File: config.mk
export PLATFORM = sky130hd
export DESIGN_NAME = debounce_filter
export DESIGN_NICKNAME = d
export VERILOG_FILES = /design/src/rtl/debounce_filter.sv
export SDC_FILE = /design/constraint.sdc
export NUM_CORES = 1
export LEC_CHECK = 0
export BUFFER_PORTS_ARGS = -buffer_cell sky130_fd_sc_hd__clkbuf_2
export CAP_MARGIN = 15
export CORE_ASPECT_RATIO = 0.75
export CORE_MARGIN = 2
export CORE_UTILIZATION = 40
export CTS_CLUSTER_SIZE = 20
export DETAILED_ROUTE_END_ITERATION = 7
export SYNTH_ARGS = -nofsm -noshare
export SYNTH_HDL_FRONTEND = slang
export SYNTH_SLANG_ARGS = --single-unit
File: constraint.sdc
create_clock -name clk -period 1.5 [get_ports clk]
set_input_delay 0.375 -clock clk [delete_from_list [all_inputs] [get_ports clk]]
set_output_delay 0.375 -clock clk [all_outputs]
set_load 0.05 [all_outputs]
File: src/rtl/debounce_filter.sv
// Debounce and edge-event stage: accepts a new level after STABLE_CYCLES equal qualified samples.
// Optional 2-flop input synchronizer is compiled in with `define DEBOUNCE_SYNC_EN.
module debounce_filter #(
    parameter int STABLE_CYCLES = 4,
    parameter int CNT_W         = 8
) (
    input  logic             clk,
    input  logic             rst,
    input  logic             d,
    input  logic             sample_en,
    output logic             q,
    output logic             rise,
    output logic             fall,
    output logic [CNT_W-1:0] rise_cnt
);

    localparam int CW = (STABLE_CYCLES > 1) ? $clog2(STABLE_CYCLES) : 1;
    localparam logic [CW-1:0] LAST = CW'(STABLE_CYCLES - 1);

    typedef enum logic [1:0] {
        LOW     = 2'b00,
        WAIT_HI = 2'b01,
        HIGH    = 2'b10,
        WAIT_LO = 2'b11
    } state_t;

    state_t        state;
    logic [CW-1:0] cnt;
    logic          s;

`ifdef DEBOUNCE_SYNC_EN
    logic sync1;
    logic sync2;

    // Synchronizer runs every cycle; sample_en only qualifies the FSM.
    always_ff @(posedge clk) begin
        if (rst) begin
            sync1 <= 1'b0;
            sync2 <= 1'b0;
        end else begin
            sync1 <= d;
            sync2 <= sync1;
        end
    end

    assign s = sync2;
`else
    assign s = d;
`endif

    // Pulses default low each cycle, so a frozen (sample_en=0) cycle never pulses.
    always_ff @(posedge clk) begin
        if (rst) begin
            state    <= LOW;
            cnt      <= '0;
            q        <= 1'b0;
            rise     <= 1'b0;
            fall     <= 1'b0;
            rise_cnt <= '0;
        end else begin
            rise <= 1'b0;
            fall <= 1'b0;
            case (state)
                LOW: begin
                    if (sample_en && s) begin
                        state <= WAIT_HI;
                        cnt   <= CW'(1);
                    end
                end
                WAIT_HI: begin
                    if (sample_en) begin
                        if (!s) begin
                            state <= LOW;
                            cnt   <= '0;
                        end else if (cnt == LAST) begin
                            state    <= HIGH;
                            cnt      <= '0;
                            q        <= 1'b1;
                            rise     <= 1'b1;
                            rise_cnt <= rise_cnt + CNT_W'(1);
                        end else begin
                            cnt <= cnt + CW'(1);
                        end
                    end
                end
                HIGH: begin
                    if (sample_en && !s) begin
                        state <= WAIT_LO;
                        cnt   <= CW'(1);
                    end
                end
                WAIT_LO: begin
                    if (sample_en) begin
                        if (s) begin
                            state <= HIGH;
                            cnt   <= '0;
                        end else if (cnt == LAST) begin
                            state <= LOW;
                            cnt   <= '0;
                            q     <= 1'b0;
                            fall  <= 1'b1;
                        end else begin
                            cnt <= cnt + CW'(1);
                        end
                    end
                end
                default: begin
                    state <= LOW;
                    cnt   <= '0;
                    q     <= 1'b0;
                end
            endcase
        end
    end

endmodule

==> results.py, run 1 <==
metrics = {
    "clocking": {
        "cts.path.max_buffers": 2,
        "h-tree-depth": 1,
        "root_buffer": "clkbuf_4",
        "insertion_delay_ns": 0.29,
        "ctsHoldBuffers": 0,
        "clkSlewWorstSetupHoldPaths_ns": 0.09,
        "cts_buffers": 3,
        "cts_tree": "built",
        "cts.sinks": 15,
    },
    "global_routing": {
        "overflow": 0,
        "grt_pass1_vias": 553,
        "grt_usage_pct": 17.7,
        "grt_pass1_wl_mm": 2.46,
        "grt_antenna_before_repair": 0,
        "grt_start_max_net_pins": 14,
    },
    "power": {
        "p_total_uw": 687,
        "peakVddDrop_v": 0.000533,
        "leakage_uw": 0.000365,
        "powerDensity_nw_per_um2": 757,
    },
    "setup_path": {
        "endpoint_kind": "register",
        "r2r-start": "cnt[0]",
        "crit_path_start": "cnt[0]",
        "startpoint_type": "register",
        "cp.arrival_ns": 1.65,
        "critPathMaxFanout": 7,
        "critPathKind": "reg -> reg",
        "cp.required_ns": 1.72,
    },
    "logic_synthesis": {
        "synth_nets": 83,
        "synth_cell_types": 28,
        "synth_area_um2": 699,
        "avgSynthCellArea_um2": 9.08,
        "ys_ff_latch": 15,
        "yosysSeqAreaShare_pct": 42.9,
        "syn_inst": 77,
        "synth-warning-count": 0,
    },
    "place": {
        "placed_area_um2": 867,
        "port_buffers": 14,
        "gp_routability_congestion": 0.698,
        "place_hpwl_mm": 1.17,
    },
    "drt": {
        "vias": 689,
        "drc_errors": 0,
        "wl_mm": 1.65,
        "drtAntennaViolNets": 0,
        "drtIter0Drc": 12,
        "wl_per_cell_um": 13.2,
        "drt-pass1-iter-count": 4,
        "avgViaCountPerCell": 5.51,
    },
    "timing": {
        "maxSlewHeadroom_pct": 78.2,
        "worst_pin_slew_ns": 0.326,
        "rsz0062_at_grt": "yes",
        "fin_crit_ns": 1.43,
        "slew_violations": 0,
        "period_share_pct": 95.5,
        "final_hold_viol_count": 0,
        "skew_ns": 0.00171,
        "setup_viol": 0,
        "fmax_mhz": 698,
    },
    "final_layout": {
        "layout_commonest_cell": "clkbuf_2",
        "fin_area_um2": 907,
        "antennaDiodeCount": 0,
        "nets": 110,
        "drive_gt1_share_pct": 41.7,
        "layout_common_cells": "clkbuf_2 (14), a21oi_1 (12), buf_4 (12)",
        "area_growth_pct": 29.7,
    },
    "floorplan": {
        "io_pins": 15,
        "dieArea_um2": 2100,
        "dieHeight_um": 40.2,
        "rows": 13,
        "start_util_pct": 41.3,
        "core-area_um2": 1690,
        "die_x_um": 52.3,
    },
    "run_status": {
        "status": "complete, no violations",
    },
    "min_path": {
        "hp-class": "in -> reg",
        "hp-start": "d",
    },
    "run": {
        "drv_cap": 0,
    },
}
## metrics by stage
stage / cells / TNS [ns] / setup WS, ns / util, % / hold slack [ns]
floorplan: 77 / -0.0142 / -0.0142 / - / 0.448
global placement: 120 / 0 / 0.0689 / 51.3 / 0.462
detailed placement: 120 / 0 / 0.0115 / 51.3 / 0.480
CTS: 124 / 0 / 0.00312 / 52.8 / 0.356
global route: 125 / -0.0136 / -0.00986 / 53.6 / 0.369
finish: 125 / 0 / 0.0682 / 53.6 / 0.367
## layout make-up
class	instances	area (um2)
fill	174	785
multi-input combinational	56	375
sequential	15	310
timing repair buffer	26	160
tap	22	27.5
clock buffer	4	26.3
inverter	2	7.51
## worst max-delay path, cell delays in order (launching register included)
cell	delay [ns]
dfxtp_2	0.34
ha_2	0.19
nand3_2	0.14
or4_1	0.54
a21oi_1	0.15
## layer usage
metal | part of all wire (%) | global-route usage (%)
met1 | 48 | 20.8
met2 | 44 | 26.9
met3 | 4.8 | 7.84
met4 | 2.2 | 11.5
met5 | 0 | 0
## cells in the mapped netlist
library cell | instances | area, um2
dfxtp_1 | 15 | 300
a21oi_1 | 12 | 60.1
nand2_1 | 6 | 22.5
o31ai_1 | 6 | 45.0
or4_1 | 6 | 45.0
buf_2 | 3 | 15.0
nand3_1 | 3 | 15.0
o21ai_0 | 3 | 15.0
ha_1 | 2 | 25.0
inv_1 | 2 | 7.51
nand4_1 | 2 | 12.5
a211oi_1 | 1 | 7.51
a32o_1 | 1 | 10.0
and3_1 | 1 | 6.26
and3_2 | 1 | 7.51
and4_2 | 1 | 10.0
clkbuf_1 | 1 | 3.75
mux2_2 | 1 | 11.3
nand2b_1 | 1 | 6.26
nand3_2 | 1 | 10.0
nand4b_1 | 1 | 8.76
nand4b_2 | 1 | 15.0
nor2_1 | 1 | 3.75
nor3_1 | 1 | 5.00
o32ai_1 | 1 | 8.76
or2b_1 | 1 | 7.51
or3_1 | 1 | 6.26
xor2_1 | 1 | 8.76
## registers in the layout, summed over array words and instances, names as in the netlist, named ones only
register / count
rise: 1
state: 1
rise_cnt: 8
q: 1
fall: 1
cnt: 2
## final timing paths
| kind | slack (ns) | cells past startpoint | end |
|---|---|---|---|
| hold reg to reg | 0.50 | 2 | rise_cnt[4] |
| setup / recovery | 0.07 | 4 | rise_cnt[4] |
| setup reg to reg | 0.07 | 4 | rise_cnt[4] |
| hold / removal | 0.37 | 3 | register |
## cell families after synthesis
group / count (synthesis) / synth area share [%]
buffers and inverters: 6 / 3.76
XOR/XNOR: 1 / 1.25
flip-flops: 15 / 42.9
adder cells (fa/ha/maj): 2 / 3.58
multiplexers: 1 / 1.61
AND/OR/NAND/NOR: 28 / 25.9
AO/OA/AOI/OAI: 24 / 20.9
## where the power goes
group / total [uW] / switching (uW) / internal [uW]
clock network: 235 / 132 / 104
logic: 45.1 / 26.0 / 19.1
registers: 406 / 4.37 / 402
total: 687 / 162 / 525
## repair_timing
action                                  in CTS  in global routing
endpoints found under the setup margin       2                  7
cloned                                       0                  0
pin swaps                                    1                  3
buffers inserted                             0                  1
resized for setup                            0                  4
Note: power is estimated with default switching activity, not from simulation.
==> run 2, diff against run 1 <==
- CORE_ASPECT_RATIO: 0.75 -> 1.25
- GPL_ROUTABILITY_DRIVEN: default -> 0
==> results.py, run 2 (synthesized netlist as in run 1, its figures left out) <==
metrics = {
    "clocking": {
        "clkSlewWorstSetupHoldPaths_ns": 0.09,
        "cts.sinks": 15,
        "cts_setup_buffers": 0,
        "cts_tree": "built",
        "h-tree-depth": 1,
        "root_buffer": "clkbuf_4",
        "insertion_delay_ns": 0.27,
        "cts_buffers": 3,
        "ctsHoldBuffers": 0,
        "cts.path.max_buffers": 2,
    },
    "setup_path": {
        "endpoint_kind": "register",
        "critPathKind": "reg -> reg",
        "cp.required_ns": 1.71,
        "critPathMaxFanout": 6,
        "cp.arrival_ns": 1.62,
        "startpoint_type": "register",
    },
    "final_layout": {
        "drive_gt1_share_pct": 37.8,
        "top_regs": "rise_cnt x8, cnt x2",
        "nets": 105,
        "antennaDiodeCount": 0,
        "final_util_pct": 55.0,
        "fillerInstances": 148,
        "area_growth_pct": 25.9,
        "top_register": "rise_cnt",
        "largest_reg_flops": 8,
        "seq_area_um2": 309,
        "layout_common_cells": "clkbuf_2 (14), a21oi_1 (12), dfxtp_1 (8)",
        "layout_commonest_cell": "clkbuf_2",
        "multi_input_area_um2": 393,
    },
    "timing": {
        "period_share_pct": 93.8,
        "maxSlewHeadroom_pct": 79.7,
        "slew_violations": 0,
        "setup_viol": 0,
        "worst_pin_slew_ns": 0.304,
        "fin_crit_ns": 1.41,
        "fin_ws_ns": 0.0931,
        "skew_ns": 0.00307,
        "rsz0062_at_grt": "no",
        "fmax_mhz": 711,
        "final_hold_viol_count": 0,
    },
    "power": {
        "internal_power_uw": 525,
        "p_switching_uw": 155,
        "pwr-share-seq_pct": 59.8,
        "swShare_pct": 22.7,
        "powerDensity_nw_per_um2": 771,
        "peakVddDrop_v": 0.000379,
        "leakage_uw": 0.000340,
        "clockPowerShare_pct": 33.0,
        "p_total_uw": 679,
        "combPwrFrac_pct": 7.2,
    },
    "global_routing": {
        "overflow": 0,
        "grt_pass1_wl_mm": 2.57,
        "grt_start_max_net_pins": 14,
        "grt_antenna_before_repair": 0,
        "grt_pass1_vias": 618,
        "grt_usage_pct": 15.7,
    },
    "drt": {
        "drc_errors": 0,
        "wl_mm": 1.50,
        "vias": 662,
        "drtAntennaViolNets": 0,
        "drtIter0Drc": 15,
        "wl_per_cell_um": 13.0,
        "avgViaCountPerCell": 5.71,
        "drt-pass1-iter-count": 4,
    },
    "floorplan": {
        "dieHeight_um": 50.8,
        "start_util_pct": 43.7,
        "die_x_um": 41.4,
        "dieArea_um2": 2100,
        "rows": 16,
        "core-area_um2": 1600,
        "io_pins": 15,
    },
    "place": {
        "place_hpwl_mm": 1.08,
        "port_buffers": 14,
        "place_ws_ns": -0.0299,
    },
    "min_path": {
        "hp-class": "in -> reg",
    },
    "run_status": {
        "status": "complete, no violations",
    },
    "run": {
        "drv_cap": 0,
    },
}
==> run 2: cell types whose count changed in the layout (fill, tap and decap cells not counted), sizes merged <==
| cell | change |
|---|---|
| buf | -5 |
==> run 2: repair_timing <==
action | in CTS | in global routing
setup endpoints to repair | 2 | 7
pin swaps | 2 | 2
resized for setup | 1 | 4
hold endpoints to repair | 0 | 0
==> run 2: per-stage QoR <==
step,hold slack [ns],TNS [ns],cell area [um2],instances
2_1_floorplan,0.448,-0.0142,706,77
3_3_place_gp,0.464,0,832,112
3_5_place_dp,0.469,-0.0491,832,112
4_1_cts,0.410,0,861,116
5_1_grt,0.438,0,881,116
6_report,0.422,0,881,116
==> run 2: critical path, cell delays in order, from the launching register on <==
cell and delay, ns:
dfxtp_2 0.36, ha_4 0.18, nand4_1 0.21, or4_1 0.45
a21oi_1 0.14
==> run 2: layer usage <==
metal  wire, um  global-route usage (%)
met4         14                    8.06
met3         44                    2.16
met2        782                    28.1
met5          0                       0
met1        661                    17.9
==> run 2: worst paths after layout <==
path | to | startpoint | depth (start not counted) | slack [ns]
worst max-delay path | rise_cnt[6] | cnt[0] | 4 | 0.09
worst min-delay path | q | rst | 4 | 0.42
worst max register to register | rise_cnt[6] | cnt[0] | 4 | 0.09
worst min register to register | rise_cnt[7] | rise_cnt[7] | 2 | 0.48
==> run 2: power groups by stage <==
stage,registers [uW],logic (uW),clock network [uW]
6_report,406,48.8,224
4_1_cts,404,47.2,238
2_1_floorplan,415,21.9,0
3_3_place_gp,414,46.1,0
5_1_grt,407,55.7,255
3_5_place_dp,414,46.9,0
==> run 2: cell type report <==
class | count | share of cell area (%)
sequential | 15 | 35.1
timing repair buffer | 21 | 13.9
tap | 18 | 2.56
inverter | 2 | 0.852
clock buffer | 4 | 2.98
multi-input combinational | 56 | 44.6
==> run 3, diff against run 2 <==
- RECOVER_POWER: default -> 50
==> results.py, run 3 (synthesized netlist as in run 1, its figures left out) <==
metrics = {
    "drt": {
        "wl_mm": 1.49,
        "drc_errors": 0,
        "drt-pass1-iter-count": 4,
        "wl_per_cell_um": 12.9,
        "avgViaCountPerCell": 5.71,
        "drtIter0Drc": 15,
        "vias": 662,
        "drtAntennaViolNets": 0,
    },
    "timing": {
        "final_hold_viol_count": 0,
        "hold_ws_ns": 0.419,
        "fin_crit_ns": 1.41,
        "slew_violations": 0,
        "setup_viol": 0,
        "finalSetupTns_ns": 0,
        "period_share_pct": 94.0,
        "fin_ws_ns": 0.0908,
        "fmax_mhz": 710,
        "rsz0062_at_grt": "no",
        "maxSlewHeadroom_pct": 79.6,
        "worst_pin_slew_ns": 0.305,
        "skew_ns": 0.00295,
    },
    "setup_path": {
        "rrSetupSlack_ns": 0.09,
        "r2r-start": "cnt[0]",
        "critPathKind": "reg -> reg",
        "r2r_end": "rise_cnt[7]",
        "cp.arrival_ns": 1.62,
        "cp.required_ns": 1.71,
        "endpoint_kind": "register",
        "crit_path_start": "cnt[0]",
        "endpoint": "rise_cnt[7]",
        "critPathMaxFanout": 6,
        "rr_worst_depth": 4,
        "startpoint_type": "register",
    },
    "power": {
        "peakVddDrop_v": 0.000378,
        "leakage_uw": 0.000337,
        "powerDensity_nw_per_um2": 774,
    },
    "final_layout": {
        "final_util_pct": 54.8,
        "largest_reg_flops": 8,
        "fillerInstances": 150,
        "nets": 105,
        "top_register": "rise_cnt",
        "antennaDiodeCount": 0,
        "top_regs": "rise_cnt x8, cnt x2",
        "drive_gt1_share_pct": 36.7,
        "layout_commonest_cell": "clkbuf_2",
        "area_growth_pct": 25.4,
        "layout_common_cells": "clkbuf_2 (14), a21oi_1 (12), dfxtp_1 (8)",
    },
    "clocking": {
        "insertion_delay_ns": 0.27,
        "cts.path.max_buffers": 2,
        "cts.sinks": 15,
        "cts_buffers": 3,
        "root_buffer": "clkbuf_4",
        "cts_tree": "built",
        "clkSlewWorstSetupHoldPaths_ns": 0.09,
        "h-tree-depth": 1,
        "ctsHoldBuffers": 0,
    },
    "floorplan": {
        "rows": 16,
        "die_x_um": 41.4,
        "dieHeight_um": 50.8,
        "io_pins": 15,
        "start_util_pct": 43.7,
        "dieArea_um2": 2100,
        "core-area_um2": 1600,
    },
    "global_routing": {
        "grt_start_max_net_pins": 14,
        "grt_usage_pct": 15.7,
        "overflow": 0,
        "grt_pass1_vias": 618,
        "grt_antenna_before_repair": 0,
        "grt_pass1_wl_mm": 2.57,
    },
    "place": {
        "port_buffers": 14,
        "place_ws_ns": -0.0299,
        "place_hpwl_mm": 1.08,
    },
    "run": {
        "drv_cap": 0,
    },
    "run_status": {
        "status": "complete, no violations",
    },
    "min_path": {
        "hp-class": "in -> reg",
    },
}
-- run 3: worst min path at each step --
stage	start	endpoint	slack [ns]	cells after the start
2_1_floorplan	rst	cnt[0]	0.45	1
5_1_grt	d	register	0.44	3
3_5_place_dp	rise_cnt[7]	rise_cnt[7]	0.47	2
3_3_place_gp	q	q	0.46	2
4_1_cts	d	register	0.41	3
6_report	d	register	0.42	3
-- run 3: worst max-delay path, cell delays in order (launching register included) --
cell,delay (ns)
dfxtp_2,0.36
ha_4,0.17
nand4_1,0.21
or4_1,0.46
a21oi_1,0.14
-- run 3: area by class of cell --
| class | count | area, um2 | area share (%) |
|---|---|---|---|
| multi-input combinational | 56 | 393 | 44.8 |
| sequential | 15 | 309 | 35.2 |
| timing repair buffer | 21 | 119 | 13.6 |
| clock buffer | 4 | 26.3 | 3.00 |
| tap | 18 | 22.5 | 2.57 |
| inverter | 2 | 7.51 | 0.856 |
-- run 3: power by group --
group | internal (uW) | switching, uW | total [uW]
registers | 402 | 4.52 | 406
clock network | 103 | 121 | 224
logic | 20.2 | 28.4 | 48.6
total | 525 | 154 | 679
-- run 3: stage by stage --
step / area (um2) / power [uW] / cells
global placement: 832 / 460 / 112
detailed placement: 832 / 461 / 112
finish: 877 / 679 / 116
CTS: 861 / 690 / 116
global route: 877 / 718 / 116
floorplan: 706 / 437 / 77
-- run 3: repair_timing --
action | 4_1_cts | 5_1_grt
buffers inserted | 0 | 0
resized for setup | 1 | 4
pin swaps | 2 | 2
endpoints found under the hold margin | 0 | 0
endpoints found under the setup margin | 2 | 7
-- run 3: layer usage --
layer  share of wire (%)  vias up  global-route usage, %  wire length (um)
li1                    -      339                      -                 -
met5                   0        -                      0                 0
met1                  44      309                   17.9               652
met2                  52       12                   28.1               774
met4                0.94        0                   8.06                14
met3                 3.4        2                   2.16                51
